--- src/rtl/muldiv_pkg.sv ---
// muldiv_pkg: opcodes shared with the ALU decoder and the div_seq state encoding
package muldiv_pkg;
    localparam logic [4:0] OP_DIV  = 5'b10001;
    localparam logic [4:0] OP_DIVU = 5'b10101;
    localparam logic [4:0] OP_REM  = 5'b11001;
    localparam logic [4:0] OP_REMU = 5'b11101;
    typedef enum logic [1:0] {S_IDLE, S_BUSY, S_FIX, S_DONE} div_state_e;
    function automatic logic is_div_op(input logic [4:0] op);
        return op == OP_DIV || op == OP_DIVU || op == OP_REM || op == OP_REMU;
    endfunction
endpackage

--- src/rtl/div_seq_if.sv ---
// div_seq_if: request/response bundle between the execute stage and div_seq
interface div_seq_if #(parameter int XLEN = 32);
    logic            start_i;
    logic [4:0]      op_i;
    logic [XLEN-1:0] dividend_i;
    logic [XLEN-1:0] divisor_i;
    logic            flush_i;
    logic            busy_o;
    logic            valid_o;
    logic [XLEN-1:0] result_o;
    modport master(output start_i, op_i, dividend_i, divisor_i, flush_i, input busy_o, valid_o, result_o);
    modport slave(input start_i, op_i, dividend_i, divisor_i, flush_i, output busy_o, valid_o, result_o);
endinterface

--- src/rtl/div_step.sv ---
// div_step: one combinational restoring-division iteration on {rem, quo}
module div_step #(parameter int XLEN = 32) (
    input  logic [XLEN-1:0] rem,
    input  logic [XLEN-1:0] quo,
    input  logic [XLEN-1:0] dvs,
    output logic [XLEN-1:0] rem_n,
    output logic [XLEN-1:0] quo_n
);
    logic [XLEN:0] shifted;
    logic [XLEN:0] diff;
    assign shifted = {rem, quo[XLEN-1]};
    assign diff = shifted - {1'b0, dvs};
    assign rem_n = diff[XLEN] ? shifted[XLEN-1:0] : diff[XLEN-1:0];
    assign quo_n = {quo[XLEN-2:0], ~diff[XLEN]};
endmodule

--- src/rtl/div_seq.sv ---
// div_seq: multi-cycle restoring divider for DIV/DIVU/REM/REMU with a one-cycle
// fast path for divide-by-zero and signed overflow
module div_seq import muldiv_pkg::*; #(parameter int XLEN = 32) (
    input logic       clk_i,
    input logic       rst_i,
    div_seq_if.slave  bus
);
    localparam int CW = $clog2(XLEN);
    div_state_e      state;
    logic [CW-1:0]   cnt;
    logic [XLEN-1:0] rem, quo, dvs, result;
    logic [XLEN-1:0] rem_n, quo_n;
    logic            is_rem, q_sign, r_sign, busy, valid;
    logic            signed_op, rem_op, accept, zero_div, ovf;
    logic [XLEN-1:0] a_mag, b_mag, fast_res;
    assign signed_op = bus.op_i == OP_DIV || bus.op_i == OP_REM;
    assign rem_op    = bus.op_i == OP_REM || bus.op_i == OP_REMU;
    assign accept    = (state == S_IDLE || state == S_DONE) && bus.start_i && is_div_op(bus.op_i) && !bus.flush_i;
    assign a_mag     = (signed_op && bus.dividend_i[XLEN-1]) ? -bus.dividend_i : bus.dividend_i;
    assign b_mag     = (signed_op && bus.divisor_i[XLEN-1]) ? -bus.divisor_i : bus.divisor_i;
    assign zero_div  = bus.divisor_i == '0;
    assign ovf       = signed_op && bus.dividend_i == {1'b1, {(XLEN-1){1'b0}}} && bus.divisor_i == '1;
    // overflow DIV returns the dividend itself (most negative value)
    assign fast_res  = zero_div ? (rem_op ? bus.dividend_i : '1) : (rem_op ? '0 : bus.dividend_i);
    div_step #(.XLEN(XLEN)) u_step (.rem(rem), .quo(quo), .dvs(dvs), .rem_n(rem_n), .quo_n(quo_n));
    always_ff @(posedge clk_i) begin
        if (rst_i) begin
            state  <= S_IDLE;
            cnt    <= '0;
            rem    <= '0;
            quo    <= '0;
            dvs    <= '0;
            result <= '0;
            is_rem <= 1'b0;
            q_sign <= 1'b0;
            r_sign <= 1'b0;
            busy   <= 1'b0;
            valid  <= 1'b0;
        end else if (bus.flush_i) begin
            state <= S_IDLE;
            busy  <= 1'b0;
            valid <= 1'b0;
        end else if (accept) begin
            is_rem <= rem_op;
            q_sign <= signed_op && (bus.dividend_i[XLEN-1] ^ bus.divisor_i[XLEN-1]);
            r_sign <= signed_op && bus.dividend_i[XLEN-1];
            rem    <= '0;
            quo    <= a_mag;
            dvs    <= b_mag;
            cnt    <= CW'(XLEN - 1);
            if (zero_div || ovf) begin
                state  <= S_DONE;
                result <= fast_res;
                busy   <= 1'b0;
                valid  <= 1'b1;
            end else begin
                state <= S_BUSY;
                busy  <= 1'b1;
                valid <= 1'b0;
            end
        end else begin
            case (state)
                S_BUSY: begin
                    rem <= rem_n;
                    quo <= quo_n;
                    cnt <= cnt - 1'b1;
                    if (cnt == '0) state <= S_FIX;
                end
                S_FIX: begin
                    result <= is_rem ? (r_sign ? -rem : rem) : (q_sign ? -quo : quo);
                    state  <= S_DONE;
                    busy   <= 1'b0;
                    valid  <= 1'b1;
                end
                S_DONE: begin
                    state <= S_IDLE;
                    valid <= 1'b0;
                end
                default: ;
            endcase
        end
    end
    assign bus.busy_o   = busy;
    assign bus.valid_o  = valid;
    assign bus.result_o = result;
endmodule

--- src/flat_wrapper.sv ---
// flat-port wrapper written by rule: the top's interface ports become plain ports
module div_seq_flat import muldiv_pkg::*;
#(parameter int XLEN = 32)
  (clk_i, rst_i, bus_start_i, bus_op_i, bus_dividend_i, bus_divisor_i, bus_flush_i, bus_busy_o, bus_valid_o, bus_result_o);
  div_seq_if #(.XLEN(XLEN)) bus_i ();
  input logic clk_i;
  input logic rst_i;
  input wire logic [$bits(bus_i.start_i)-1:0] bus_start_i;
  input wire logic [$bits(bus_i.op_i)-1:0] bus_op_i;
  input wire logic [$bits(bus_i.dividend_i)-1:0] bus_dividend_i;
  input wire logic [$bits(bus_i.divisor_i)-1:0] bus_divisor_i;
  input wire logic [$bits(bus_i.flush_i)-1:0] bus_flush_i;
  output wire logic [$bits(bus_i.busy_o)-1:0] bus_busy_o;
  output wire logic [$bits(bus_i.valid_o)-1:0] bus_valid_o;
  output wire logic [$bits(bus_i.result_o)-1:0] bus_result_o;
  assign bus_i.start_i = bus_start_i;
  assign bus_i.op_i = bus_op_i;
  assign bus_i.dividend_i = bus_dividend_i;
  assign bus_i.divisor_i = bus_divisor_i;
  assign bus_i.flush_i = bus_flush_i;
  assign bus_busy_o = bus_i.busy_o;
  assign bus_valid_o = bus_i.valid_o;
  assign bus_result_o = bus_i.result_o;
  div_seq #(.XLEN(XLEN)) u_core (.clk_i(clk_i), .rst_i(rst_i), .bus(bus_i));
endmodule
--- config.mk ---
export PLATFORM = sky130hd
export DESIGN_NAME = div_seq_flat
export DESIGN_NICKNAME = d
export VERILOG_FILES = /design/src/rtl/muldiv_pkg.sv /design/src/rtl/div_seq_if.sv /design/src/rtl/div_step.sv /design/src/rtl/div_seq.sv /design/src/flat_wrapper.sv
export SDC_FILE = /design/constraint.sdc
export NUM_CORES = 1
export LEC_CHECK = 0
export ABC_AREA = 0
export CORE_AREA = 5 5 166 168
export DETAILED_ROUTE_END_ITERATION = 16
export DIE_AREA = 0 0 171 173
export GPL_ROUTABILITY_DRIVEN = 0
export RECOVER_POWER = 25
export SLEW_MARGIN = 20
export SYNTH_ARGS = -nofsm -noshare
export SYNTH_HDL_FRONTEND = slang
export SYNTH_SLANG_ARGS = --single-unit
--- constraint.sdc ---
create_clock -name clk_i -period 3 [get_ports clk_i]
set_input_delay 0.45 -clock clk_i [delete_from_list [all_inputs] [get_ports clk_i]]
set_output_delay 0.45 -clock clk_i [all_outputs]
set_load 0.005 [all_outputs]
Word level (Yosys, flattened, before mapping)
Cells that the tools add are included.
{ "totals": {"ff_bits": 140, "wordCells": 87, "in_bits": 73, "out_inout_bits": 34} }
{ "classes": {"n_reduce_logical": 28, "bitwise_logic": 3, "addsub": 6, "mux": 28, "n_eq_ne": 11} }
{ "ops": {"columns": ["cell", "n"], "rows": [
  ["$mux W32", 16],
  ["$neg A32 Y32", 4],
  ["$eq A32 B32 Y1 const B", 2],
  ["$sub A33 B32 Y33", 1],
  ["$logic_not A32 Y1", 1],
  ["$eq A5 B5 Y1 const B", 4],
  ["$mux W5", 2],
  ["$logic_and A1 B1 Y1", 8],
  ["$logic_or A1 B1 Y1", 7],
  ["$mux W2", 3],
  ["$pmux W2 S3", 1],
  ["$reduce_and A2 Y1", 3],
  ["$logic_not A5 Y1", 1],
  ["$mux W1", 5],
  ["$sub A5 B1 Y5 const B", 1],
  ["$eq A2 B2 Y1 const B", 2],
  ["$reduce_bool A2 Y1", 2],
  ["$reduce_bool A4 Y1", 1],
  ["$ne A3 B1 Y1 const B", 1],
  ["$reduce_and A3 Y1", 1],
  ["$reduce_bool A3 Y1", 1],
  ["$eq A2 B1 Y1 const B", 1],
  ["$logic_not A2 Y1", 1],
  ["$ne A2 B2 Y1 const B", 1],
  ["5 further kinds", 6]
]} }

Longest topological paths before layout
Gate-level depths: netlist of the first run.
{ "logic_depth": {"ltp_word": 8, "ltp_mapped": 13, "ltp_nobuf": 11} }

Hierarchy
A second synthesis of the first run with hierarchy kept.
{ "hier_totals": {"hier_cells": 1504, "area_unflattened_um2": 11422.2} }
{ "by_module_without_submodules": {"columns": ["module", "seq_area_each_um2", "cells_per_inst", "instances", "area_each_um2"], "rows": [
  ["div_seq", 2802.7, 1168, 1, 8831.0],
  ["div_step", 0.0, 336, 1, 2591.2]
]} }

Worst setup path before layout of the first run
Ideal clock, no wire load.
{ "synth_path": {"path_kind": "register -> register", "start": "register u_core.quo[31]", "end": "register u_core.rem[3]", "required_time_ns": 2.938, "arrival_time_ns": 2.860, "setup_time_ns": 0.062, "slack_ns": 0.079, "path_stages_with_launch": 14, "n_path_buf": 2, "synth_period_minus_slack_ns": 2.921, "path_cell_list": "dfxtp_1 > inv_1 > ha_1 > fa_1 > nand2b_1 > a21oi_1 > o21ai_1 > o311ai_2 > a31oi_1 > xor2_1 > buf_2 > buf_2 > nand3_1 > nand3_1"} }
{ "synth_between": {"elab_chain_cells": 4} }
{ "synth_lines": {"columns": ["item", "line", "rtl"], "rows": [
  ["from (decl)", "div_seq.sv:11", "logic [XLEN-1:0] rem, quo, dvs, result;"],
  ["from (signal assigned)", "div_seq.sv:48", "quo <= a_mag;"],
  ["from (signal assigned)", "div_seq.sv:65", "quo <= quo_n;"],
  ["$sub A33 B32 Y33", "div_step.sv:12", "assign diff = shifted - {1'b0, dvs};"],
  ["$mux W32", "div_step.sv:13", "assign rem_n = diff[XLEN] ? shifted[XLEN-1:0] : diff[XLEN-1:0];"],
  ["$mux W32", "div_seq.sv:62", "case (state)"],
  ["$mux W32", "div_seq.sv:43", "end else if (accept) begin"],
  ["to (signal assigned)", "div_seq.sv:64", "rem <= rem_n;"],
  ["to (decl)", "div_seq.sv:11", null]
]} }
Every way passes these cells. The select of a mux whose other input is x is not followed.
A chain may end at the register's enable or synchronous reset.

Worst setup path in the final report of the first run
{ "layout_path": {"start": "register u_core.quo[31]", "end": "register u_core.rem[12]"} }
The elaborated chain is that of the path after synthesis.

==> results.cfg, run 1 <==
[pwr]
power_uw = 5476
power_density_nw_per_um2 = 375.9
max-vdd-ir-drop_mv = 0.3677
p_leak_uw = 0.005830

[yosys]
synth.avg_cell_area_sq_um = 7.471
yosysSeqAreaShare_pct = 25.47
synth_warnings = 0
ys_ff_latch = 140
postSynthCellCount = 1473
synth_flop_cell = dfxtp_1
synth-edff-count = 0
syn_area_sq_um = 11000
synth_nets = 1590
yosysUniqueCellTypes = 85
async_reset_ff_share_pct = 0

[critical_path]
crit_arrival_ns = 3.24
timing_worst_setup_path_type = reg -> reg
cp-start-kind = flop
cp_data_required_time_ns = 3.37
end_kind = flop
cp_max_fo = 8

[sta]
finalClockSkew_ns = 0.009765
hold_viol = 0
min_period_ns = 2.873
tightest_slew_ns = 0.9817
fmax_ghz = 0.3480
relSlewSlack_pct = 34.55
drv_slew = 0
post-route-period-util_pct = 95.78
rsz0062_at_grt = yes
setup_viol = 0

[global_routing]
grtUsageTotal_pct = 24.85
antenna_found_initial = 0
grt_pass1_vias = 11470
grt_pass1_wl_microns = 60050
grt-ovfl-total = 0
grt_start_max_net_pins = 82

[clock_tree]
clk_pin_slew_ns = 0.06
cts_num_sinks = 140
htreeDepth = 4
post-cts-setup-buffers = 0
ctsLongestPathBuffers = 2
cts_root_buf = clkbuf_16
postCtsHoldBufs = 0
clk_latency_ns = 0.43
cts_buffers = 17
cts_tree = done

[floorplanning]
dieArea_sq_um = 29580
core_area_sq_um = 25760
rows = 59
boundaryPins = 107
start_util_pct = 42.71
fp.dieW_microns = 171
fp.dieH_microns = 173

[finish]
final_common_cell = buf_4
drive_gt1_share_pct = 17.97
layout_common_cells = buf_4 (207), nand2_1 (176), nor2_1 (146)
nFillCells = 2465
final_util_pct = 56.55
synthToLayoutAreaGrowth_pct = 32.39
final_nets = 1835
n_antenna_cell = 0

[job]
maxCapViolations = 0

[route]
ant_nets = 0
vias = 11840
drt_iter0_markers = 852
drc_errors = 0
drt-total-wl_microns = 37380
wl_per_cell_microns = 18.09
via_per_inst = 5.730
firstDrtPassIters = 5

[worst_hold_path]
min_path_type = reg -> reg

[place]
detailed_place_hpwl_microns = 28840
numPortBuffers = 106

[outcome]
status = finished clean
-- stage by stage --
stage / worst slack (ns) / std cells / cell area (sq um) / hold slack [ns] / TNS [ns]
finish: 0.1267 / 2066 / 14570 / 0.4530 / 0
global route: -0.005374 / 2066 / 14570 / 0.4728 / -0.005374
CTS: 0.02615 / 2066 / 14520 / 0.4615 / 0
detailed placement: -0.4001 / 2034 / 13870 / 0.4532 / -7.874
global placement: -0.4470 / 2034 / 13870 / 0.4505 / -5.541
floorplan: 0.07866 / 1473 / 11000 / 0.4319 / 0
-- state kept, by name, summed over array words and instances, names as in the netlist --
register,cells
u_core.quo,32
u_core.bus.valid_o,1
u_core.is_rem,1
u_core.bus.result_o,32
u_core.state,2
u_core.cnt,5
u_core.dvs,32
u_core.r_sign,1
u_core.q_sign,1
u_core.rem,32
u_core.bus.busy_o,1
-- path summary, 6_finish.rpt --
path,end,startpoint,cells after the start,slack [ns]
setup / recovery,u_core.rem[12]$_SDFFE_PP0P_,u_core.quo[31]$_SDFFE_PP0P_,12,0.13
hold / removal,u_core.bus.result_o[16]$_SDFFE_PP0P_,u_core.bus.result_o[16]$_SDFFE_PP0P_,2,0.45
setup reg to reg,u_core.rem[12]$_SDFFE_PP0P_,u_core.quo[31]$_SDFFE_PP0P_,12,0.13
hold reg to reg,u_core.bus.result_o[16]$_SDFFE_PP0P_,u_core.bus.result_o[16]$_SDFFE_PP0P_,2,0.45
-- kinds of logic (layout without fill, tap and decap cells) --
kind of cell / after synthesis / in the layout / synth area share (%)
AO/OA/AOI/OAI: 433 / 433 / 27.10
AND/OR/NAND/NOR: 555 / 555 / 25.07
multiplexers: 6 / 6 / 0.5458
adder cells (fa/ha/maj): 44 / 44 / 5.071
buffers and inverters: 154 / 412 / 5.526
XOR/XNOR: 141 / 141 / 11.22
flip-flops: 140 / 140 / 25.47
-- layer usage --
metal,global-route usage (%),up-vias,share of wire [%]
li1,-,5855,-
met1,32.79,5558,44
met2,41.19,360,47
met3,4.064,65,5.5
met4,8.221,0,2.9
met5,0,-,0
-- what timing repair did --
action,4_1_cts,5_1_grt
setup endpoints to repair,11,21
pin swaps,2,2
resized for setup,7,15
-- power by group --
group	switching (uW)	leakage [uW]	internal, uW
Combinational	723	0.00441	636
Clock	902	0.000285	1300
Sequential	29.5	0.00113	1890
Total	1650	0.00583	3820
-- synthesized netlist by cell type, types with 7 or more instances --
library cell | count | area share [%]
and3_1 | 8 | 0.45
nand3_1 | 63 | 2.9
or3_1 | 11 | 0.63
nand4_1 | 19 | 1.1
buf_1 | 12 | 0.41
nor3_1 | 28 | 1.3
a32oi_1 | 13 | 1.0
a221oi_1 | 7 | 0.56
a311oi_1 | 31 | 2.5
or4_1 | 11 | 0.75
nor2b_1 | 8 | 0.45
nor4_1 | 13 | 0.74
nor2_1 | 146 | 5.0
ha_1 | 43 | 4.9
a21o_1 | 13 | 0.89
inv_1 | 56 | 1.9
xnor2_1 | 67 | 5.3
and2_1 | 7 | 0.40
nand2_1 | 176 | 6.0
buf_2 | 12 | 0.55
o41ai_1 | 12 | 0.96
a32o_1 | 9 | 0.82
dfxtp_1 | 140 | 25
nand2b_1 | 16 | 0.91
xor2_1 | 74 | 5.9
clkbuf_1 | 71 | 2.4
or2_2 | 8 | 0.45
a21oi_1 | 111 | 5.0
a211oi_1 | 44 | 3.0
o21ai_0 | 79 | 3.6
o31ai_1 | 33 | 2.3
o211ai_1 | 16 | 1.1
-- critical path, cell delays in order, from the launching register on --
cell and delay [ns]:
dfxtp_1 0.30, inv_1 0.05, ha_1 0.20, fa_1 0.40, nand2b_4 0.18, a21oi_4 0.16, o21ai_2 0.11, o311ai_4 0.33
a31oi_4 0.14, xor2_2 0.21, buf_12 0.17, or4_1 0.49, nand3_1 0.07
-- final cells by class --
cell class	count	area (sq um)	area share, %
Clock buffer	20	466.7	3.203
Multi-Input combinational cell	1179	7727	53.04
Timing Repair Buffer	324	2804	19.25
Tap cell	335	419.2	2.877
Clock inverter	12	138.9	0.9533
Inverter	56	210.2	1.443
Sequential cell	140	2803	19.24
(Power assumes the default switching activity.)
==> inputs of run 2 (changes only) <==
- CORE_AREA: 5 5 166 168 -> 2 2 163 165
- DIE_AREA: 0 0 171 173 -> 0 0 165 167
==> run 2 against run 1 <==
  * Highest routed layer unchanged
  * Global-route usage rose by 2.7 points
  * Die area down 6.9%
  * Clock skew grew 0.0010 ns
  * Non-clock buffer count up 4
  * Largest power group unchanged
  * First-iteration DRC count up 3.2%
==> results.cfg, run 2 (synthesis gave the netlist of run 1 again) <==
[outcome]
status = finished clean

[route]
ant_nets = 0
vias = 11900
firstDrtPassIters = 6
drt-total-wl_microns = 37150
wl_per_cell_microns = 17.96
via_per_inst = 5.750
drt_iter0_markers = 879
drc_errors = 0

[global_routing]
grt_start_max_net_pins = 68
grt_pass1_wl_microns = 60620
grt-ovfl-total = 0
grt_pass1_vias = 11550
grtUsageTotal_pct = 27.57
antenna_found_initial = 0

[critical_path]
end_kind = flop
rr_startpoint = u_core.quo[31]$_SDFFE_PP0P_
worstReg2RegEnd = u_core.rem[12]$_SDFFE_PP0P_
reg2reg_slack_ns = 0.11
timing_worst_setup_path_type = in -> reg
cp_max_fo = 7
ff2ff_path_depth = 12
cp-start-kind = input port
crit_arrival_ns = 3.27
cp_data_required_time_ns = 3.37

[clock_tree]
cts_tree = done
clk_latency_ns = 0.43
cts_root_buf = clkbuf_16
ctsLongestPathBuffers = 2
cts_buffers = 17
htreeDepth = 4
postCtsHoldBufs = 0
cts_num_sinks = 140
clk_pin_slew_ns = 0.06

[floorplanning]
fp.dieH_microns = 167
core_area_sq_um = 25760
dieArea_sq_um = 27560
rows = 59
fp.dieW_microns = 165
start_util_pct = 42.71
boundaryPins = 107

[sta]
timing.hold.ws_ns = 0.4555
drv_slew = 0
setup_viol = 0
hold_viol = 0
relSlewSlack_pct = 36.23
tightest_slew_ns = 0.9560
finalClockSkew_ns = 0.01077
rsz0062_at_grt = yes
post-route-period-util_pct = 96.65
min_period_ns = 2.900
fin_ws_ns = 0.1004
fmax_ghz = 0.3449

[finish]
final_util_pct = 56.70
layout_common_cells = buf_4 (214), nand2_1 (176), nor2_1 (145)
n_antenna_cell = 0
final_common_cell = buf_4
fin_area_sq_um = 14610
synthToLayoutAreaGrowth_pct = 32.76
final_nets = 1839
drive_gt1_share_pct = 18.11

[place]
post-place-ws_ns = -0.3221
numPortBuffers = 106
postPlaceCellArea_sq_um = 13860
detailed_place_hpwl_microns = 28610

[pwr]
p_leak_uw = 0.005859
power_density_nw_per_um2 = 383.3
p_seq_share_pct = 34.3
combPwrFrac_pct = 24.9
clock_power_share_pct = 40.8
max-vdd-ir-drop_mv = 0.3653
power.internal_uw = 3976
p_switching_uw = 1623
swShare_pct = 28.99

[worst_hold_path]
min_path_type = reg -> reg
holdPathEnd = u_core.bus.result_o[19]$_SDFFE_PP0P_
min-delay-start = u_core.bus.result_o[19]$_SDFFE_PP0P_
min_path_cells = 2

[job]
maxCapViolations = 0
[run 2: power by group through the flow]
stage,logic (uW),registers (uW),clock network (uW)
floorplan,687,1950,0
finish,1400,1920,2280
global placement,1310,1960,0
CTS,1350,1920,2300
global route,1520,1920,2390
detailed placement,1320,1960,0
[run 2: critical path, stage by stage]
cell	delay [ns]
clkdlybuf4s50_1	0.42
or4_1	0.55
nor3_1	0.32
nand4b_1	0.24
o211a_1	0.28
or3_1	0.33
buf_4	0.19
nor2_2	0.27
a32o_1	0.22
[run 2: what timing repair did]
item | in CTS | in global routing
buffers inserted | 1 | 0
setup endpoints to repair | 15 | 21
pin swaps | 2 | 2
resized for setup | 7 | 16
[run 2: per-stage QoR]
step                std cells  total power, uW  setup TNS, ns
floorplan                1473             2641              0
detailed placement       2037             3279         -9.022
global placement         2037             3267         -7.445
finish                   2069             5600              0
global route             2069             5825       -0.05828
CTS                      2069             5562              0
[run 2: per-layer routing]
layer,track usage [%],vias up,share of wire (%)
li1,-,5870,-
met1,37.05,5594,45
met2,44.64,363,46
met3,3.910,69,5.6
met4,10.17,0,3.4
met5,0,-,0
[run 2: worst max path at each step]
stage | from | to | slack [ns] | cells after the start
2_1_floorplan | u_core.quo[31]$_SDFFE_PP0P_ | u_core.rem[3]$_SDFFE_PP0P_ | 0.08 | 13
3_3_place_gp | bus_dividend_i[10] | u_core.quo[31]$_SDFFE_PP0P_ | -0.31 | 10
3_5_place_dp | bus_dividend_i[22] | u_core.bus.result_o[18]$_SDFFE_PP0P_ | -0.32 | 9
4_1_cts | u_core.quo[31]$_SDFFE_PP0P_ | u_core.rem[12]$_SDFFE_PP0P_ | 0.02 | 12
5_1_grt | u_core.dvs[1]$_SDFFE_PP0P_ | u_core.rem[29]$_SDFFE_PP0P_ | -0.06 | 12
6_report | bus_dividend_i[22] | u_core.bus.result_o[18]$_SDFFE_PP0P_ | 0.10 | 9
[run 2: layout make-up]
type                            count  area, sq um
Tap cell                          335        419.2
Clock inverter                     11        167.7
Clock buffer                       20        456.7
Timing Repair Buffer              328         2806
Inverter                           56        210.2
Sequential cell                   140         2803
Fill cell                        2397        11150
Multi-Input combinational cell   1179         7746
